**config.mk**
```make
export PLATFORM = sky130hd
export DESIGN_NAME = multicycle_controller_flat
export DESIGN_NICKNAME = d
export VERILOG_FILES = /design/src/rtl/multicycle_controller_if.sv /design/src/rtl/multicycle_controller.sv /design/src/flat_wrapper.sv
export SDC_FILE = /design/constraint.sdc
export NUM_CORES = 1
export LEC_CHECK = 0
export CORE_MARGIN = 4
export CORE_UTILIZATION = 50
export DETAILED_ROUTE_END_ITERATION = 12
export PLACE_DENSITY = 0.82
export SYNTH_ARGS = -nofsm -noshare
export SYNTH_HDL_FRONTEND = slang
export SYNTH_SLANG_ARGS = --single-unit
```
**constraint.sdc**
```tcl
create_clock -name clk -period 1.91 [get_ports clk]
set_input_delay 0.382 -clock clk [delete_from_list [all_inputs] [get_ports clk]]
set_output_delay 0.382 -clock clk [all_outputs]
set_load 0.05 [all_outputs]
```
**src/rtl/multicycle_controller_if.sv**
```systemverilog
// Memory handshake bundle between the multicycle controller and the
// instruction/data memory ports.
interface multicycle_controller_if;
    logic imem_req;
    logic imem_ack;
    logic dmem_req;
    logic dmem_we;
    logic dmem_ack;

    modport master (
        output imem_req,
        output dmem_req,
        output dmem_we,
        input  imem_ack,
        input  dmem_ack
    );

    modport slave (
        input  imem_req,
        input  dmem_req,
        input  dmem_we,
        output imem_ack,
        output dmem_ack
    );
endinterface

```
**src/rtl/multicycle_controller.sv**
```systemverilog
// Multicycle RV32I control FSM: sequences fetch/decode/exec/mem/writeback over
// a shared datapath, supervises memory handshakes with a timeout, counts retires.
module multicycle_controller #(
    parameter int TIMEOUT = 16,
    parameter int CNT_W   = 32
) (
    input  logic                    clk,
    input  logic                    rst_n,
    multicycle_controller_if.master bus,
    input  logic [6:0]              opcode,
    input  logic                    branch_taken,
    output logic                    ir_we,
    output logic                    pc_we,
    output logic [1:0]              pc_sel,
    output logic                    rf_we,
    output logic [1:0]              wb_sel,
    output logic                    alu_src_a,
    output logic                    alu_src_b,
    output logic                    trap,
    output logic [1:0]              trap_cause,
    output logic [CNT_W-1:0]        retired
);

    localparam int WAIT_W = (TIMEOUT > 2) ? $clog2(TIMEOUT) : 1;
    localparam logic [WAIT_W-1:0] WAIT_MAX = WAIT_W'(TIMEOUT - 1);

    typedef enum logic [2:0] {
        ST_START  = 3'd0,
        ST_FETCH  = 3'd1,
        ST_DECODE = 3'd2,
        ST_EXEC   = 3'd3,
        ST_MEM    = 3'd4,
        ST_WB     = 3'd5,
        ST_TRAP   = 3'd6
    } state_t;

    typedef enum logic [3:0] {
        CL_R       = 4'd0,
        CL_IALU    = 4'd1,
        CL_LOAD    = 4'd2,
        CL_STORE   = 4'd3,
        CL_BRANCH  = 4'd4,
        CL_JAL     = 4'd5,
        CL_JALR    = 4'd6,
        CL_LUI     = 4'd7,
        CL_AUIPC   = 4'd8,
        CL_ILLEGAL = 4'd9
    } iclass_t;

    function automatic iclass_t decode_class(input logic [6:0] op);
        iclass_t cls;
        case (op)
            7'b0110011: cls = CL_R;
            7'b0010011: cls = CL_IALU;
            7'b0000011: cls = CL_LOAD;
            7'b0100011: cls = CL_STORE;
            7'b1100011: cls = CL_BRANCH;
            7'b1101111: cls = CL_JAL;
            7'b1100111: cls = CL_JALR;
            7'b0110111: cls = CL_LUI;
            7'b0010111: cls = CL_AUIPC;
            default:    cls = CL_ILLEGAL;
        endcase
        return cls;
    endfunction

    state_t            state_r;
    state_t            state_s;
    logic [6:0]        opcode_q_r;
    logic [WAIT_W-1:0] wait_cnt_r;
    logic [WAIT_W-1:0] wait_cnt_s;
    logic              trap_r;
    logic [1:0]        trap_cause_r;
    logic              trap_set_s;
    logic [1:0]        trap_cause_s;
    logic              retire_s;
    logic [CNT_W-1:0]  retired_r;
    logic              imem_req_s;
    logic              dmem_req_s;
    logic              dmem_we_s;
    logic              src_a_s;
    logic              src_b_s;
    iclass_t           cls_dec_s;
    iclass_t           cls_q_s;

    assign cls_dec_s = decode_class(opcode);
    assign cls_q_s   = decode_class(opcode_q_r);

    // Operand selects by class; held through EXEC and WB so the ALU result stays stable.
    always_comb begin
        src_a_s = (cls_q_s == CL_AUIPC);
        src_b_s = (cls_q_s == CL_IALU) || (cls_q_s == CL_LOAD) || (cls_q_s == CL_STORE) ||
                  (cls_q_s == CL_JALR) || (cls_q_s == CL_AUIPC);
    end

    // Next-state, handshake strobes, datapath selects and retire/trap events.
    always_comb begin
        state_s      = state_r;
        wait_cnt_s   = {WAIT_W{1'b0}};
        trap_set_s   = 1'b0;
        trap_cause_s = 2'b00;
        retire_s     = 1'b0;
        imem_req_s   = 1'b0;
        dmem_req_s   = 1'b0;
        dmem_we_s    = 1'b0;
        ir_we        = 1'b0;
        pc_we        = 1'b0;
        pc_sel       = 2'b00;
        rf_we        = 1'b0;
        wb_sel       = 2'b00;
        alu_src_a    = 1'b0;
        alu_src_b    = 1'b0;
        case (state_r)
            ST_START: begin
                state_s = ST_FETCH;
            end
            ST_FETCH: begin
                imem_req_s = 1'b1;
                if (bus.imem_ack) begin
                    ir_we   = 1'b1;
                    state_s = ST_DECODE;
                end else if (wait_cnt_r == WAIT_MAX) begin
                    state_s      = ST_TRAP;
                    trap_set_s   = 1'b1;
                    trap_cause_s = 2'b10;
                end else begin
                    wait_cnt_s = wait_cnt_r + WAIT_W'(1);
                end
            end
            ST_DECODE: begin
                if (cls_dec_s == CL_ILLEGAL) begin
                    state_s      = ST_TRAP;
                    trap_set_s   = 1'b1;
                    trap_cause_s = 2'b01;
                end else begin
                    state_s = ST_EXEC;
                end
            end
            ST_EXEC: begin
                alu_src_a = src_a_s;
                alu_src_b = src_b_s;
                if (cls_q_s == CL_BRANCH) begin
                    pc_we    = 1'b1;
                    pc_sel   = branch_taken ? 2'b01 : 2'b00;
                    retire_s = 1'b1;
                    state_s  = ST_FETCH;
                end else if ((cls_q_s == CL_LOAD) || (cls_q_s == CL_STORE)) begin
                    state_s = ST_MEM;
                end else begin
                    state_s = ST_WB;
                end
            end
            ST_MEM: begin
                dmem_req_s = 1'b1;
                dmem_we_s  = (cls_q_s == CL_STORE);
                alu_src_b  = 1'b1;
                if (bus.dmem_ack) begin
                    if (cls_q_s == CL_STORE) begin
                        pc_we    = 1'b1;
                        retire_s = 1'b1;
                        state_s  = ST_FETCH;
                    end else begin
                        state_s = ST_WB;
                    end
                end else if (wait_cnt_r == WAIT_MAX) begin
                    state_s      = ST_TRAP;
                    trap_set_s   = 1'b1;
                    trap_cause_s = 2'b10;
                end else begin
                    wait_cnt_s = wait_cnt_r + WAIT_W'(1);
                end
            end
            ST_WB: begin
                rf_we     = 1'b1;
                pc_we     = 1'b1;
                retire_s  = 1'b1;
                alu_src_a = src_a_s;
                alu_src_b = src_b_s;
                state_s   = ST_FETCH;
                case (cls_q_s)
                    CL_LOAD: begin
                        wb_sel = 2'b01;
                        pc_sel = 2'b00;
                    end
                    CL_LUI: begin
                        wb_sel = 2'b11;
                        pc_sel = 2'b00;
                    end
                    CL_JAL: begin
                        wb_sel = 2'b10;
                        pc_sel = 2'b01;
                    end
                    CL_JALR: begin
                        wb_sel = 2'b10;
                        pc_sel = 2'b10;
                    end
                    default: begin
                        wb_sel = 2'b00;
                        pc_sel = 2'b00;
                    end
                endcase
            end
            ST_TRAP: begin
                state_s = ST_TRAP;
            end
            default: begin
                state_s = ST_START;
            end
        endcase
    end

    // FSM state register.
    always_ff @(posedge clk or negedge rst_n) begin
        if (!rst_n) begin
            state_r <= ST_START;
        end else begin
            state_r <= state_s;
        end
    end

    // Opcode capture in DECODE so later states decode from a stable copy.
    always_ff @(posedge clk or negedge rst_n) begin
        if (!rst_n) begin
            opcode_q_r <= 7'd0;
        end else if (state_r == ST_DECODE) begin
            opcode_q_r <= opcode;
        end
    end

    // Handshake wait counter, shared by FETCH and MEM.
    always_ff @(posedge clk or negedge rst_n) begin
        if (!rst_n) begin
            wait_cnt_r <= {WAIT_W{1'b0}};
        end else begin
            wait_cnt_r <= wait_cnt_s;
        end
    end

    // Sticky trap flag and cause; only reset can clear them.
    always_ff @(posedge clk or negedge rst_n) begin
        if (!rst_n) begin
            trap_r       <= 1'b0;
            trap_cause_r <= 2'b00;
        end else if (trap_set_s) begin
            trap_r       <= 1'b1;
            trap_cause_r <= trap_cause_s;
        end
    end

    // Retired-instruction counter, wraps naturally at all-ones.
    always_ff @(posedge clk or negedge rst_n) begin
        if (!rst_n) begin
            retired_r <= {CNT_W{1'b0}};
        end else if (retire_s) begin
            retired_r <= retired_r + CNT_W'(1);
        end
    end

    assign bus.imem_req = imem_req_s;
    assign bus.dmem_req = dmem_req_s;
    assign bus.dmem_we  = dmem_we_s;
    assign trap         = trap_r;
    assign trap_cause   = trap_cause_r;
    assign retired      = retired_r;

endmodule

```
**src/flat_wrapper.sv**
```systemverilog
// flat-port wrapper written by rule: the top's interface ports become plain ports
module multicycle_controller_flat 
#(
    parameter int TIMEOUT = 16,
    parameter int CNT_W   = 32
)
  (clk, rst_n, opcode, branch_taken, ir_we, pc_we, pc_sel, rf_we, wb_sel, alu_src_a, alu_src_b, trap, trap_cause, retired, bus_imem_req, bus_dmem_req, bus_dmem_we, bus_imem_ack, bus_dmem_ack);
  multicycle_controller_if bus_i ();
  input  logic clk;
  input  logic rst_n;
  input  logic [6:0] opcode;
  input  logic branch_taken;
  output logic ir_we;
  output logic pc_we;
  output logic [1:0] pc_sel;
  output logic rf_we;
  output logic [1:0] wb_sel;
  output logic alu_src_a;
  output logic alu_src_b;
  output logic trap;
  output logic [1:0] trap_cause;
  output logic [CNT_W-1:0] retired;
  output wire logic [$bits(bus_i.imem_req)-1:0] bus_imem_req;
  output wire logic [$bits(bus_i.dmem_req)-1:0] bus_dmem_req;
  output wire logic [$bits(bus_i.dmem_we)-1:0] bus_dmem_we;
  input wire logic [$bits(bus_i.imem_ack)-1:0] bus_imem_ack;
  input wire logic [$bits(bus_i.dmem_ack)-1:0] bus_dmem_ack;
  assign bus_imem_req = bus_i.imem_req;
  assign bus_dmem_req = bus_i.dmem_req;
  assign bus_dmem_we = bus_i.dmem_we;
  assign bus_i.imem_ack = bus_imem_ack;
  assign bus_i.dmem_ack = bus_dmem_ack;
  multicycle_controller #(.TIMEOUT(TIMEOUT), .CNT_W(CNT_W)) u_core (.clk(clk), .rst_n(rst_n), .bus(bus_i), .opcode(opcode), .branch_taken(branch_taken), .ir_we(ir_we), .pc_we(pc_we), .pc_sel(pc_sel), .rf_we(rf_we), .wb_sel(wb_sel), .alu_src_a(alu_src_a), .alu_src_b(alu_src_b), .trap(trap), .trap_cause(trap_cause), .retired(retired));
endmodule
```
# Word-level counts from Yosys, hierarchy flattened
# Cells that the tools add are included.
[word_totals]
inputBits = 12
elab_cells = 93
regBits = 49
[classes]
n_reduce_logical = 9
n_eq_ne = 34
n_mux = 42
add_sub_neg = 2
[op_table]
columns = ["operator", "n"]
rows = [
  ["4-bit case mux with 9 select lines", 2],
  ["7-bit by 6-bit == test with 1-bit output (second input constant)", 6],
  ["7-bit == test (second input constant)", 6],
  ["32-bit by 1-bit adder with 32-bit output (second input constant)", 1],
  ["7-bit by 5-bit == test with 1-bit output (second input constant)", 4],
  ["3-bit two-way mux", 6],
  ["3-bit case mux with 6 select lines", 1],
  ["1-bit two-way mux", 17],
  ["4-bit by 3-bit == test with 1-bit output (second input constant)", 4],
  ["7-bit by 2-bit == test with 1-bit output (second input constant)", 2],
  ["4-bit == test (second input constant)", 3],
  ["4-bit two-way mux", 3],
  ["2-bit case mux with 3 select lines", 2],
  ["2-bit two-way mux", 5],
  ["3-bit == test (second input constant)", 3],
  ["4-bit by 2-bit == test with 1-bit output (second input constant)", 2],
  ["2-bit case mux with 2 select lines", 2],
  ["4-bit case mux with 2 select lines", 1],
  ["3-bit by 2-bit == test with 1-bit output (second input constant)", 2],
  ["1-bit case mux with 3 select lines", 2],
  ["2-bit OR reduction", 3],
  ["1-bit logical OR", 5],
  ["4-bit by 1-bit adder with 4-bit output (second input constant)", 1],
  ["4-bit by 1-bit == test with 1-bit output (second input constant)", 1],
  ["other kinds (3)", 3],
]

# Longest topological paths before layout
# Gate-level depths: netlist of run 1.
[depth]
ltp_word = 8
mapped_depth = 7
depth_no_buf = 6

# Least setup slack after synthesis of run 1
# OpenSTA, ideal clock, no wires.
[synth_path]
path_kind = "reg-to-output"
from = "register u_core.opcode_q_r[2]"
to = "output wb_sel[0]"
arrival_ns = 3.400
setup_slack_ns = -1.872
path_buffers = 1
path_stages_with_launch = 4
cell_sequence = "dfrtp_1 clkbuf_1 or3_1 a2111oi_0"
[synth_between]
elab_chain_len = 6
word_cells_on_any_way = 17
[synth_lines]
columns = ["item", "line_no", "text"]
rows = [
  ["start: declaration", "multicycle_controller.sv:69", "logic [6:0] opcode_q_r;"],
  ["start signal: assignment", "multicycle_controller.sv:226", "opcode_q_r <= opcode;"],
  ["7-bit by 5-bit == test with 1-bit output, or another cell as far along", "multicycle_controller.sv:52", "case (op)"],
  ["4-bit case mux with 9 select lines (*)", "multicycle_controller.sv:52", ""],
  ["4-bit by 3-bit == test with 1-bit output", "multicycle_controller.sv:180", "case (cls_q_s)"],
  ["2-bit OR reduction (no source line)", "-", ""],
  ["2-bit case mux with 3 select lines (*)", "multicycle_controller.sv:180", ""],
  ["2-bit two-way mux (*)", "multicycle_controller.sv:113", "case (state_r)"],
  ["end: declaration", "flat_wrapper.sv:17", "output logic [1:0] wb_sel;"],
]
# Mark *: on every way between the ends. The rest lies on a longest branch, timed or not.

# Worst setup path in the final report of run 1
[layout_path]
from = "register u_core.opcode_q_r[6]"
to = "output pc_sel[0]"
[layout_between]
elab_chain_len = 5
word_cells_on_any_way = 16
[layout_lines]
columns = ["item", "line_no", "text"]
rows = [
  ["7-bit by 5-bit == test with 1-bit output, or another cell as far along", "multicycle_controller.sv:52", ""],
  ["4-bit case mux with 9 select lines (*)", "multicycle_controller.sv:52", ""],
  ["4-bit by 3-bit == test with 1-bit output (on tied branches)", "multicycle_controller.sv:180, multicycle_controller.sv:142", ""],
  ["2-bit case mux with 2 select lines / 2-bit two-way mux (equally long branches)", "multicycle_controller.sv:180, multicycle_controller.sv:142", ""],
  ["2-bit case mux with 2 select lines (*)", "multicycle_controller.sv:113", ""],
  ["end: declaration", "flat_wrapper.sv:15", "output logic [1:0] pc_sel;"],
]
# Marked as above.

==> flow_metrics.tcl, run 1 <==
set metrics [dict create \
    clock-sinks 49 \
    clkSlewWorstSetupHoldPaths_ns 0.10 \
    cts_max_level 2 \
    yosys.cell_types.count 51 \
    nets 377 \
    start_kind "flop" \
    slew_viol_final 0 \
    cts_buffers 5 \
    start_util 0.517 \
    yosys_warnings 0 \
    ios 59 \
    vias 2487 \
    rsz0062_at_grt "yes" \
    clockBufferDepth 2 \
    gp_congestion 0.870 \
    dp_hpwl_microns 4760 \
    clock-root-buffer "clkbuf_8" \
    drv_cap 0 \
    syn_nets 280 \
    crit_buf_inv 2 \
    synth_top_family_by_area "simple AND/OR/NAND/NOR gates" \
    die_h_microns 80.7 \
    grt_pass1_wl_microns 11500 \
    ys_async_sr_fraction 1.00 \
    syn-instance-count 266 \
    drt-initial-drc-count 185 \
    crit_required_ns 1.53 \
    path_class "reg -> out" \
    clk_latency_ns 0.31 \
    num_antenna_cells 0 \
    setup_slack_ns -0.247 \
    ys.flop_type "dfrtp_1" \
    synth_area_per_cell_sq_um 9.93 \
    grtUsageTotal 0.228 \
    vias_per_cell 5.73 \
    die_x_microns 80.7 \
    fin_crit_sh 1.13 \
    violations "setup timing" \
    fin_skew_ns 0.00746 \
    fp.coreArea_sq_mm 0.00511 \
    final_layout_size_suffix_gt1_frac 0.437 \
    post-place-ws_ns -0.109 \
    setup_viol 15 \
    fp-row-count 26 \
    synth-compound-area-share 0.0820 \
    fmax_ghz 0.464 \
    cts_tree "done" \
    areaGrowthSynthToFinish_pct 53.9 \
    status "complete, but fails checks" \
    worstHoldPathType "reg -> reg" \
    cp_common_cell "buf_12" \
    grt_max_degree 21 \
    synth-edff-count 0 \
    p_per_area_mw_per_mm2 1210 \
    critical_path_arrival_ns 1.77 \
    overflow 0 \
    port_buffers 58 \
    fin_crit_ns 2.16 \
    grt_pass1_vias 2403 \
    end_kind "output pin" \
    antenna_found_initial 0 \
    leakage_nw 1.85 \
    syn-cell-area_sq_mm 0.00264 \
    dr.pass1.iters 4 \
    ys_ff_latch 49 \
    slowest_delay_ns 0.44 \
    hold_violations 0 \
    cp_slowest_cell "dfrtp_2" \
    ys_seq_area_frac 0.464 \
    peakVddDrop_mv 0.995 \
    synth_fa_ha_area_frac 0.00947 \
    routedWlPerCell_microns 17.5 \
    worstMarginPinSlew_ns 0.583 \
    ant_nets 0 \
    worstPathCellList "buf_12 > o21a_1 > o21ai_2 > nand3_4 > o21ai_4 > buf_12" \
    yosys.area_share.simple 0.274 \
    final_core_utilization 0.796 \
    slew_headroom 0.610 \
    die_area_sq_mm 0.00651 \
    drc 0 \
    synth_xor_area_frac 0.109 \
    wirelength_microns 7610 \
    crit_fanout 8 \
    muxShareOfSynthArea 0.0298 \
    critPathTopFamily "compound AO/OA/AOI/OAI gates" \
]
per-layer routing:
metal  global-route usage  vias to the layer above  share of wire
met2                0.401                       98           0.52
met4               0.0895                        0          0.022
met1                0.272                     1226           0.39
met3               0.0437                       16          0.064
met5                    0                        -              0
li1                     -                     1147              -
path summary, 6_finish.rpt:
| path | startpoint | endpoint | slack [ns] | cells after the start |
|---|---|---|---|---|
| max in group asynchronous | rst_n | u_core.retired[12] | 0.85 | 3 |
| worst max-delay path | u_core.opcode_q_r[6] | pc_sel[0] | -0.25 | 6 |
| worst min register to register | u_core.retired[31] | u_core.retired[31] | 0.50 | 1 |
| worst min-delay path | u_core.retired[31] | u_core.retired[31] | 0.50 | 1 |
| worst max register to register | u_core.opcode_q_r[5] | u_core.retired[11] | -0.11 | 8 |
| min in group asynchronous | rst_n | u_core.opcode_q_r[0] | 0.52 | 2 |
final cells by class:
type                       instances  area (sq um)
clock buffer                       5          68.8
clock inverter                     3          43.8
fill                             287          1040
inverter                           8          33.8
multi-input combinational        198          1610
sequential                        49          1240
tap                               70          87.6
timing repair buffer             101           986
synth_stat cells, types with 6 or more instances:
library cell	n	area (sq um)
nor2_1	17	63.8
and3_1	9	56.3
dfrtp_1	49	1230
nor2b_1	7	43.8
nand2_1	20	75.1
xor2_1	9	78.8
o21ai_0	10	50.1
a21oi_1	7	35.0
mux2_2	7	78.8
nor3_1	6	30.0
inv_1	8	30.0
nand3_1	20	100
nand4_1	11	68.8
clkbuf_1	7	26.3
xnor2_1	24	210
nand2b_1	6	37.5
where the power goes:
group | internal, W | switching, W
combinational | 0.00122 | 0.00149
clock | 0.000393 | 0.000364
sequential | 0.00122 | 0.000245
total | 0.00283 | 0.00210
state kept, by name, indices dropped and copies added (netlist names):
| name | cells |
|---|---|
| u_core.trap_cause | 2 |
| u_core.state_r | 3 |
| u_core.trap | 1 |
| u_core.wait_cnt_r | 4 |
| u_core.retired | 32 |
| u_core.opcode_q_r | 7 |
metrics by stage:
| stage | TNS [ns] | cell area, sq um | power, W | std cells | hold WS, ns |
|---|---|---|---|---|---|
| floorplan | -0.121 | 2750 | 0.00270 | 266 | 0.0864 |
| global placement | 0 | 3570 | 0.00339 | 406 | 0.325 |
| detailed placement | -0.332 | 3570 | 0.00344 | 406 | 0.323 |
| CTS | -1.05 | 3930 | 0.00459 | 431 | 0.498 |
| global route | -3.31 | 4070 | 0.00515 | 434 | 0.522 |
| finish | -1.97 | 4070 | 0.00493 | 434 | 0.499 |
repair_timing:
item	in CTS	in global routing
pin swaps	9	9
hold endpoints to repair	14	0
gates resized for setup	34	25
buffers inserted	16	3
hold buffers	1	0
endpoints found under the setup margin	13	20
worst register-to-register path: stages (launching register included):
cell      delay (ns)
dfrtp_2         0.41
buf_2           0.20
nand2b_2        0.13
nor4_4          0.30
a21oi_2         0.09
buf_4           0.15
buf_4           0.18
nor4_4          0.32
xor2_1          0.17
kinds of logic (layout without fill, tap and decap cells):
logic type	count (synthesis)	after routing
AOI/OAI and AO/OA	33	33
DFF	49	49
adders and majority gates	2	2
and+or+nand+nor	123	123
buffers and inverters	19	117
xor gates and xnor gates	33	33
muxes	7	7
cells in the final DEF, fill, tap and decap left out, drive strengths merged, types with 2 or more instances in the layout:
cell type | netlist | final
nor2b | 7 | 7
nor3b | 4 | 4
nand2 | 21 | 21
o21ai | 10 | 10
nand3 | 20 | 20
dfrtp | 49 | 49
nor4 | 7 | 7
nand2b | 7 | 7
xor2 | 9 | 9
o21bai | 2 | 2
and3 | 9 | 9
nor2 | 17 | 17
o211ai | 2 | 2
mux2 | 7 | 7
inv | 8 | 8
buf | 4 | 85
clkbuf | 7 | 5
and2 | 3 | 3
dlymetal6s2s | 0 | 2
a21oi | 8 | 8
clkdlybuf4s50 | 0 | 12
xnor2 | 24 | 24
or3 | 2 | 2
nor3 | 7 | 7
nand4 | 12 | 12
ha | 2 | 2
nand3b | 2 | 2
Power figures use the tool's default switching activity.
==> run 2, diff against run 1 <==
--- a/config.mk
+++ b/config.mk
@@ -5,6 +5,7 @@
 export SDC_FILE = /design/constraint.sdc
 export NUM_CORES = 1
 export LEC_CHECK = 0
+export CAP_MARGIN = 20
 export CORE_MARGIN = 4
 export CORE_UTILIZATION = 50
 export DETAILED_ROUTE_END_ITERATION = 12
==> results of run 2 <==
Final layout, timing and power as in run 1 (identical DEF).
